--- config.mk ---
export PLATFORM = sky130hd
export DESIGN_NAME = multi_core_cmd_loader_flat
export DESIGN_NICKNAME = d
export VERILOG_FILES = /design/src/rtl/multi_core_cmd_loader_if.sv /design/src/rtl/multi_core_cmd_loader.sv /design/src/flat_wrapper.sv
export SDC_FILE = /design/constraint.sdc
export NUM_CORES = 1
export LEC_CHECK = 0
export BUFFER_PORTS_ARGS = -buffer_cell sky130_fd_sc_hd__clkbuf_2
export CORE_AREA = 2 2 179 181
export DETAILED_ROUTE_END_ITERATION = 10
export DIE_AREA = 0 0 181 183
export PLACE_DENSITY = 0.58
export SYNTH_ARGS = -nofsm -noshare
export SYNTH_HDL_FRONTEND = slang
export SYNTH_SLANG_ARGS = --single-unit
export TNS_END_PERCENT = 50
--- constraint.sdc ---
create_clock -name clk -period 6.4 [get_ports clk]
set_clock_uncertainty 0.2 [all_clocks]
set_input_delay 0.64 -clock clk [delete_from_list [all_inputs] [get_ports clk]]
set_output_delay 0.64 -clock clk [all_outputs]
set_load 0.02 [all_outputs]
--- src/rtl/multi_core_cmd_loader_if.sv ---
// Word-stream load port of the command loader: one MEM_WIDTH word per handshake,
// with burst-open marker and the core/address fields sampled on the opening word.
interface multi_core_cmd_loader_if #(
    parameter int MEM_WIDTH      = 32,
    parameter int CORE_ID_WIDTH  = 2,
    parameter int CMD_ADDR_WIDTH = 16
) ();
    logic                      valid;
    logic                      ready;
    logic [MEM_WIDTH-1:0]      data;
    logic                      first;
    logic [CORE_ID_WIDTH-1:0]  core;
    logic [CMD_ADDR_WIDTH-1:0] addr;

    modport master (output valid, data, first, core, addr, input ready);
    modport slave  (input valid, data, first, core, addr, output ready);
endinterface

--- src/rtl/multi_core_cmd_loader.sv ---
// Assembles WORDS_PER_CMD stream words into one command and writes it to the
// selected core's command memory at consecutive addresses within a burst.
module multi_core_cmd_loader #(
    parameter int N_CORES        = 4,
    parameter int CORE_ID_WIDTH  = 2,
    parameter int MEM_WIDTH      = 32,
    parameter int WORDS_PER_CMD  = 4,
    parameter int CMD_ADDR_WIDTH = 16,
    parameter int COUNT_WIDTH    = 32
) (
    input  logic                                 clk,
    input  logic                                 reset,
    multi_core_cmd_loader_if.slave               s,
    input  logic                                 err_clear,
    output logic [WORDS_PER_CMD*MEM_WIDTH-1:0]   cmd_write,
    output logic [CMD_ADDR_WIDTH-1:0]            cmd_write_addr,
    output logic [N_CORES-1:0]                   cmd_write_enable,
    output logic                                 load_busy,
    output logic                                 err_sticky,
    output logic [COUNT_WIDTH-1:0]               cmd_count
);
    localparam int IDX_W = (WORDS_PER_CMD > 1) ? $clog2(WORDS_PER_CMD) : 1;
    localparam int CMD_W = WORDS_PER_CMD * MEM_WIDTH;

    typedef enum logic [1:0] {
        IDLE     = 2'd0,
        ASSEMBLE = 2'd1,
        COMMIT   = 2'd2
    } state_t;

    state_t                    state_r;
    logic [IDX_W-1:0]          idx_r;
    logic [CORE_ID_WIDTH-1:0]  core_r;
    logic [CMD_ADDR_WIDTH-1:0] addr_r;
    logic [CMD_W-1:0]          cmd_buf_r;
    logic [CMD_W-1:0]          cmd_write_r;
    logic [CMD_ADDR_WIDTH-1:0] cmd_write_addr_r;
    logic [N_CORES-1:0]        cmd_write_enable_r;
    logic                      load_busy_r;
    logic                      err_sticky_r;
    logic [COUNT_WIDTH-1:0]    cmd_count_r;

    logic                      s_ready_s;
    logic                      accept_s;
    logic                      store_s;
    logic                      last_s;
    logic                      core_ok_s;
    logic                      err_set_s;
    logic [IDX_W-1:0]          wr_idx_s;
    logic [CORE_ID_WIDTH-1:0]  core_sel_s;
    logic [CMD_ADDR_WIDTH-1:0] addr_sel_s;
    logic [CMD_W-1:0]          assembled_s;
    logic [N_CORES-1:0]        core_onehot_s;

    // The only bubble is the commit cycle; reset blocks acceptance immediately.
    assign s_ready_s = reset && (state_r != COMMIT);
    assign accept_s  = s.valid && s_ready_s;
    assign store_s   = accept_s && (s.first || (state_r == ASSEMBLE));
    assign last_s    = (wr_idx_s == IDX_W'(WORDS_PER_CMD - 1));
    assign core_ok_s = |core_onehot_s;

    // Select the chunk slot, core and base address the incoming word belongs to.
    always_comb begin
        if (s.first) begin
            wr_idx_s   = '0;
            core_sel_s = s.core;
            addr_sel_s = s.addr;
        end else begin
            wr_idx_s   = idx_r;
            core_sel_s = core_r;
            addr_sel_s = addr_r;
        end
        assembled_s = cmd_buf_r;
        assembled_s[int'(wr_idx_s) * MEM_WIDTH +: MEM_WIDTH] = s.data;
    end

    // Out-of-range core ids decode to no strobe at all.
    always_comb begin
        core_onehot_s = '0;
        for (int i = 0; i < N_CORES; i++) begin
            core_onehot_s[i] = (core_sel_s == CORE_ID_WIDTH'(i));
        end
    end

    // Protocol errors: discarded partial, orphan word in IDLE, commit to a missing core.
    always_comb begin
        if (accept_s && s.first && (state_r == ASSEMBLE) && (idx_r != '0)) begin
            err_set_s = 1'b1;
        end else if (accept_s && !s.first && (state_r == IDLE)) begin
            err_set_s = 1'b1;
        end else if (store_s && last_s && !core_ok_s) begin
            err_set_s = 1'b1;
        end else begin
            err_set_s = 1'b0;
        end
    end

    // Burst FSM with registered command, strobe, status and counter outputs.
    always_ff @(posedge clk or negedge reset) begin
        if (!reset) begin
            state_r            <= IDLE;
            idx_r              <= '0;
            core_r             <= '0;
            addr_r             <= '0;
            cmd_buf_r          <= '0;
            cmd_write_r        <= '0;
            cmd_write_addr_r   <= '0;
            cmd_write_enable_r <= '0;
            load_busy_r        <= 1'b0;
            err_sticky_r       <= 1'b0;
            cmd_count_r        <= '0;
        end else begin
            cmd_write_enable_r <= '0;
            if (err_set_s) begin
                err_sticky_r <= 1'b1;
            end else if (err_clear) begin
                err_sticky_r <= 1'b0;
            end else begin
                err_sticky_r <= err_sticky_r;
            end

            case (state_r)
                IDLE, ASSEMBLE: begin
                    if (store_s) begin
                        core_r    <= core_sel_s;
                        addr_r    <= addr_sel_s;
                        cmd_buf_r <= assembled_s;
                        if (last_s) begin
                            state_r            <= COMMIT;
                            idx_r              <= '0;
                            load_busy_r        <= 1'b0;
                            cmd_write_r        <= assembled_s;
                            cmd_write_addr_r   <= addr_sel_s;
                            cmd_write_enable_r <= core_onehot_s;
                            if (core_ok_s) begin
                                cmd_count_r <= cmd_count_r + COUNT_WIDTH'(1);
                            end else begin
                                cmd_count_r <= cmd_count_r;
                            end
                        end else begin
                            state_r     <= ASSEMBLE;
                            idx_r       <= wr_idx_s + IDX_W'(1);
                            load_busy_r <= 1'b1;
                        end
                    end else begin
                        state_r <= state_r;
                    end
                end
                COMMIT: begin
                    state_r     <= ASSEMBLE;
                    idx_r       <= '0;
                    addr_r      <= addr_r + CMD_ADDR_WIDTH'(1);
                    load_busy_r <= 1'b0;
                end
                default: begin
                    state_r     <= IDLE;
                    idx_r       <= '0;
                    load_busy_r <= 1'b0;
                end
            endcase
        end
    end

    assign s.ready          = s_ready_s;
    assign cmd_write        = cmd_write_r;
    assign cmd_write_addr   = cmd_write_addr_r;
    assign cmd_write_enable = cmd_write_enable_r;
    assign load_busy        = load_busy_r;
    assign err_sticky       = err_sticky_r;
    assign cmd_count        = cmd_count_r;
endmodule

--- src/flat_wrapper.sv ---
// flat-port wrapper written by rule: the top's interface ports become plain ports
module multi_core_cmd_loader_flat 
#(
    parameter int N_CORES        = 4,
    parameter int CORE_ID_WIDTH  = 2,
    parameter int MEM_WIDTH      = 32,
    parameter int WORDS_PER_CMD  = 4,
    parameter int CMD_ADDR_WIDTH = 16,
    parameter int COUNT_WIDTH    = 32
)
  (clk, reset, err_clear, cmd_write, cmd_write_addr, cmd_write_enable, load_busy, err_sticky, cmd_count, s_valid, s_data, s_first, s_core, s_addr, s_ready);
  multi_core_cmd_loader_if #(.MEM_WIDTH(MEM_WIDTH), .CORE_ID_WIDTH(CORE_ID_WIDTH), .CMD_ADDR_WIDTH(CMD_ADDR_WIDTH)) s_i ();
  input  logic clk;
  input  logic reset;
  input  logic err_clear;
  output logic [WORDS_PER_CMD*MEM_WIDTH-1:0] cmd_write;
  output logic [CMD_ADDR_WIDTH-1:0] cmd_write_addr;
  output logic [N_CORES-1:0] cmd_write_enable;
  output logic load_busy;
  output logic err_sticky;
  output logic [COUNT_WIDTH-1:0] cmd_count;
  input wire logic [$bits(s_i.valid)-1:0] s_valid;
  input wire logic [$bits(s_i.data)-1:0] s_data;
  input wire logic [$bits(s_i.first)-1:0] s_first;
  input wire logic [$bits(s_i.core)-1:0] s_core;
  input wire logic [$bits(s_i.addr)-1:0] s_addr;
  output wire logic [$bits(s_i.ready)-1:0] s_ready;
  assign s_i.valid = s_valid;
  assign s_i.data = s_data;
  assign s_i.first = s_first;
  assign s_i.core = s_core;
  assign s_i.addr = s_addr;
  assign s_ready = s_i.ready;
  multi_core_cmd_loader #(.N_CORES(N_CORES), .CORE_ID_WIDTH(CORE_ID_WIDTH), .MEM_WIDTH(MEM_WIDTH), .WORDS_PER_CMD(WORDS_PER_CMD), .CMD_ADDR_WIDTH(CMD_ADDR_WIDTH), .COUNT_WIDTH(COUNT_WIDTH)) u_core (.clk(clk), .reset(reset), .s(s_i), .err_clear(err_clear), .cmd_write(cmd_write), .cmd_write_addr(cmd_write_addr), .cmd_write_enable(cmd_write_enable), .load_busy(load_busy), .err_sticky(err_sticky), .cmd_count(cmd_count));
endmodule
After elaboration in Yosys (flattened, before gate mapping). Index checks and enable logic that the tools add are counted.

Register bits after elaboration: 332. Input bits: 55. Logic and storage cells: 72.

Add/sub/neg operators: 4. Equal/unequal tests: 8. Shift operators: 2. Multiplexer cells: 23. Reduce and logical (&&, ||, !) cells: 24.

Operators by type and width (count): $bwmux W128 (1); $shift A32 B33 Y128 const A (1); $shiftx A32 B33 Y128 (1); $neg A7 Y33 (1); $add A32 B1 Y32 const B (1); $mux W16 (2); $pmux W16 S2 (1); $add A16 B1 Y16 const B (1); $mux W2 (7); $mux W4 (3); $logic_and A1 B1 Y1 (10); $eq A2 B2 Y1 const B (4); $mux W1 (8); $reduce_bool A2 Y1 (3); $eq A2 B1 Y1 const B (2); $logic_not A2 Y1 (2); $pmux W2 S2 (1); $reduce_and A2 Y1 (2); $reduce_and A4 Y1 (1); $reduce_or A4 Y1 (1); $reduce_and A3 Y1 (1); $add A2 B1 Y2 const B (1); $logic_not A1 Y1 (2); $ne A2 B1 Y1 const B (1); 3 further kinds (3).

Logic depth before layout (Yosys ltp).
Depth after elaboration: 10. Depth in mapped cells: 14.

Worst setup path after synthesis. No wires, ideal clock.

Kind: input-to-reg. From: in s_first. To: reg u_core.cmd_buf_r[66]. Setup time: 0.121 ns. Data arrival time: 2.775 ns. Data required time: 6.079 ns. Setup slack: 3.304 ns. Stages: 12. Cells stage by stage: buf_6 -> buf_2 -> buf_2 -> nand2b_1 -> ha_1 -> nor2b_1 -> and3_1 -> clkbuf_1 -> and2_1 -> buf_2 -> buf_6 -> a22o_1.

Cells in the longest elaborated chain, start to end: 4. Elaborated cells between the ends (all ways): 8. Classes of those cells: add/sub: 1; shift: 2; mux: 2; reduce/logical: 3.

RTL lines: start: declaration (RTL line flat_wrapper.sv:24) `input wire logic [$bits(s_i.first)-1:0] s_first;`; $mux W2 (RTL line multi_core_cmd_loader.sv:64) `if (s.first) begin`; $neg A7 Y33 (RTL line multi_core_cmd_loader.sv:74) `assembled_s[int'(wr_idx_s) * MEM_WIDTH +: MEM_WIDTH] = s.data;`; $shiftx A32 B33 Y128 or $shift A32 B33 Y128 (tied branches) (RTL line multi_core_cmd_loader.sv:74); $bwmux W128 (RTL line multi_core_cmd_loader.sv:74); end signal: assignment (RTL line multi_core_cmd_loader.sv:127) `cmd_buf_r <= assembled_s;`; end: declaration (RTL line multi_core_cmd_loader.sv:35) `logic [CMD_W-1:0] cmd_buf_r;`.

Several ways; a longest one is shown, not always the timed one. A chain may end at the register's enable or synchronous reset.

Worst setup path in the final report.
From: in s_first. To: reg u_core.cmd_buf_r[77].

Same word-level chain as after synthesis.

==> results.cfg <==
[clock_tree]
post_cts_resized = 0
hold_buffers = 0
cts_tree = yes
root_buffer = clkbuf_16
post-cts-setup-buffers = 0
numCtsBuffers = 34
htree_levels = 2
cts.sinks = 300
clkLatencyLatePin_ns = 0.50
clock_path_buffers = 3
path_clk_slew_ns = 0.06

[global_route]
grt_usage_pct = 20.7
grt.overflow.total = 0
grt_pass1_vias = 9422
grt_first_pass_wirelength_mm = 54.8
grt_start_max_net_pins = 104
antenna_found_initial = 0

[logic_synthesis]
ys_seq_elements = 300
netlist_area_um2 = 12600
ys_seq_area_share_pct = 59.8
ys_warn_count = 0
synth_nets = 1178
synth_top_area_cell = dfrtp_1
synth_top_area_share_pct = 59.8
netlist_instances = 1117
syn_area_per_cell_um2 = 11.2
ys_top_cells_by_area = dfrtp_1, a22o_1, a221oi_1
synth.distinct_cells = 54

[timing]
fin_crit_sh_pct = 56.7
hold_ws_ns = -0.0530
rsz0062_at_grt = false
final.setup.worst_slack_ns = 2.77
finalHoldViolations = 15
tns_ns = 0
max_freq_ghz = 0.276
relSlewSlack_pct = 27.3
slew_violations = 0
tightest_slew_ns = 1.09
finalSetupViolations = 0
layout_min_cycle_time_ns = 3.63

[cells_and_area]
syn_to_final_growth_pct = 18.8
layout_common_cells = dfrtp_1, clkbuf_2, nor2_1
num_antenna_cells = 0
layout-drive-gt1-share_pct = 24.6
final_nets = 1344
layout_commonest_cell = dfrtp_1

[floorplanning]
die_h_um = 183
fp.coreArea_um2 = 31200
die_w_um = 181
row_count = 65
ios = 238
dieArea_um2 = 33100
initial_core_util_pct = 40.2

[drt]
wl_per_cell_um = 19.9
vias_per_cell = 5.58
drtPass1Iterations = 5
drc = 0
ant_nets = 0
first_iter_violations = 677
vias = 9529
totalWireLength_mm = 34.0

[power_and_ir_drop]
static-leakage-power_nw = 7.35
ir_worst_vdd_v = 0.000278
powerDensity_nw_per_um2 = 436
finalPower_w = 0.00651

[place]
dp_slack_ns = 2.28
finalWeightedCongestion = 0.782
portBuffers = 237
hpwlAfterDp_mm = 20.9

[run]
max-cap-violations = 0

[setup_path]
end_kind = flip-flop
startpoint_type = input port
path_class = input port to flip-flop
critical_path_arrival_ns = 3.85
cp_data_required_time_ns = 6.62
critPathMaxFanout = 33

[worst_hold_path]
holdCritPathClass = input port to asynchronous set/reset pin

[run_status]
violations = negative hold slack
status = finished, violations left
## per-layer routing
metal  vias to the layer above  global-route usage (%)  share of wire (%)
li1                       4370                       -                  -
met2                       305                    32.8                 47
met3                        41                    3.69                5.8
met5                         -                       0                  0
met4                         0                    5.24                1.9
met1                      4813                    29.6                 46
## layout make-up
type,instances,area (um^2)
inverter,10,40.0
clock buffer,51,1030
clock inverter,8,92.6
tap,402,503
multi-input combinational,690,4480
fill,2943,16300
timing repair buffer,247,1270
sequential,300,7510
## flip-flops by register name, indices dropped and copies added, names as in the netlist
register and cells:
u_core.cmd_write_addr 16, u_core.idx_r 2, u_core.addr_r 16, u_core.load_busy 1, u_core.err_sticky 1, u_core.cmd_write_enable 4, u_core.cmd_write 128, u_core.state_r 2
u_core.cmd_count 32, u_core.cmd_buf_r 96, u_core.core_r 2
## where the power goes
group          total (W)  internal (W)  switching, W
Clock            0.00195       0.00119      0.000760
Combinational    0.00174      0.000621       0.00112
Sequential       0.00281       0.00245      0.000362
## cells in the mapped netlist, drive strengths merged
| master | n |
|---|---|
| dfrtp | 300 |
| nor2 | 222 |
| a22o | 128 |
| a221oi | 96 |
| buf | 79 |
| nand2 | 49 |
| clkbuf | 38 |
| xnor2 | 29 |
| o21ai | 28 |
| nand3 | 25 |
| mux2i | 20 |
| and3 | 10 |
| inv | 10 |
| nand4 | 9 |
| nor3 | 9 |
| a21oi | 7 |
| and4 | 6 |
| ha | 6 |
| and2 | 5 |
| nand2b | 4 |
| a221o | 3 |
| nor2b | 3 |
| o211a | 3 |
| a211oi | 2 |
| a31oi | 2 |
| mux2 | 2 |
| nor4 | 2 |
| o211ai | 2 |
| o21a | 2 |
| o21bai | 2 |
| o221ai | 2 |
| or2 | 2 |
| xor2 | 2 |
| a21o | 1 |
| a22oi | 1 |
| nand4b | 1 |
| nand4bb | 1 |
| o22ai | 1 |
| o32a | 1 |
| or3 | 1 |
| or4 | 1 |
## cell families after synthesis
kind of cell	after synthesis	synth area share (%)
and+or+nand+nor	350	12.4
DFF	300	59.8
AOI/OAI and AO/OA	281	18.5
buffers and inverters	127	4.78
xor gates and xnor gates	31	2.16
muxes	22	1.77
adders and majority gates	6	0.598
## worst max-delay path, cell delays in order
cell	delay, ns
clkbuf_2	0.45
nand2b_1	0.37
ha_1	0.40
nor2b_1	0.19
and3_2	0.73
and2_2	0.79
a22o_1	0.26
## stage by stage
stage | hold WS (ns) | area, um^2 | utilization (%) | cells
2_1_floorplan | 0.144 | 12600 | - | 1117
3_3_place_gp | 0.255 | 13800 | 44.2 | 1649
3_5_place_dp | 0.265 | 13800 | 44.2 | 1649
4_1_cts | 0.00416 | 14900 | 47.8 | 1708
5_1_grt | 0.0281 | 14900 | 47.8 | 1708
6_report | -0.0530 | 14900 | 47.8 | 1708
## worst paths after layout
kind | slack (ns) | depth (start not counted) | from | to
min in group clk | 0.13 | 2 | err_clear | u_core.err_sticky$_DFFE_PN0P_
setup reg to reg | 3.25 | 6 | u_core.idx_r[0]$_DFFE_PN0P_ | u_core.cmd_buf_r[77]$_DFFE_PN0P_
setup / recovery | 2.77 | 7 | s_first | u_core.cmd_buf_r[77]$_DFFE_PN0P_
hold reg to reg | 0.28 | 1 | u_core.cmd_count[31]$_DFFE_PN0P_ | u_core.cmd_count[31]$_DFFE_PN0P_
max in group asynchronous | 3.67 | 3 | reset | u_core.cmd_write[48]$_DFFE_PN0P_
hold / removal | -0.05 | 1 | reset | u_core.cmd_write_addr[14]$_DFFE_PN0P_
Power figures use the tool's default switching activity.
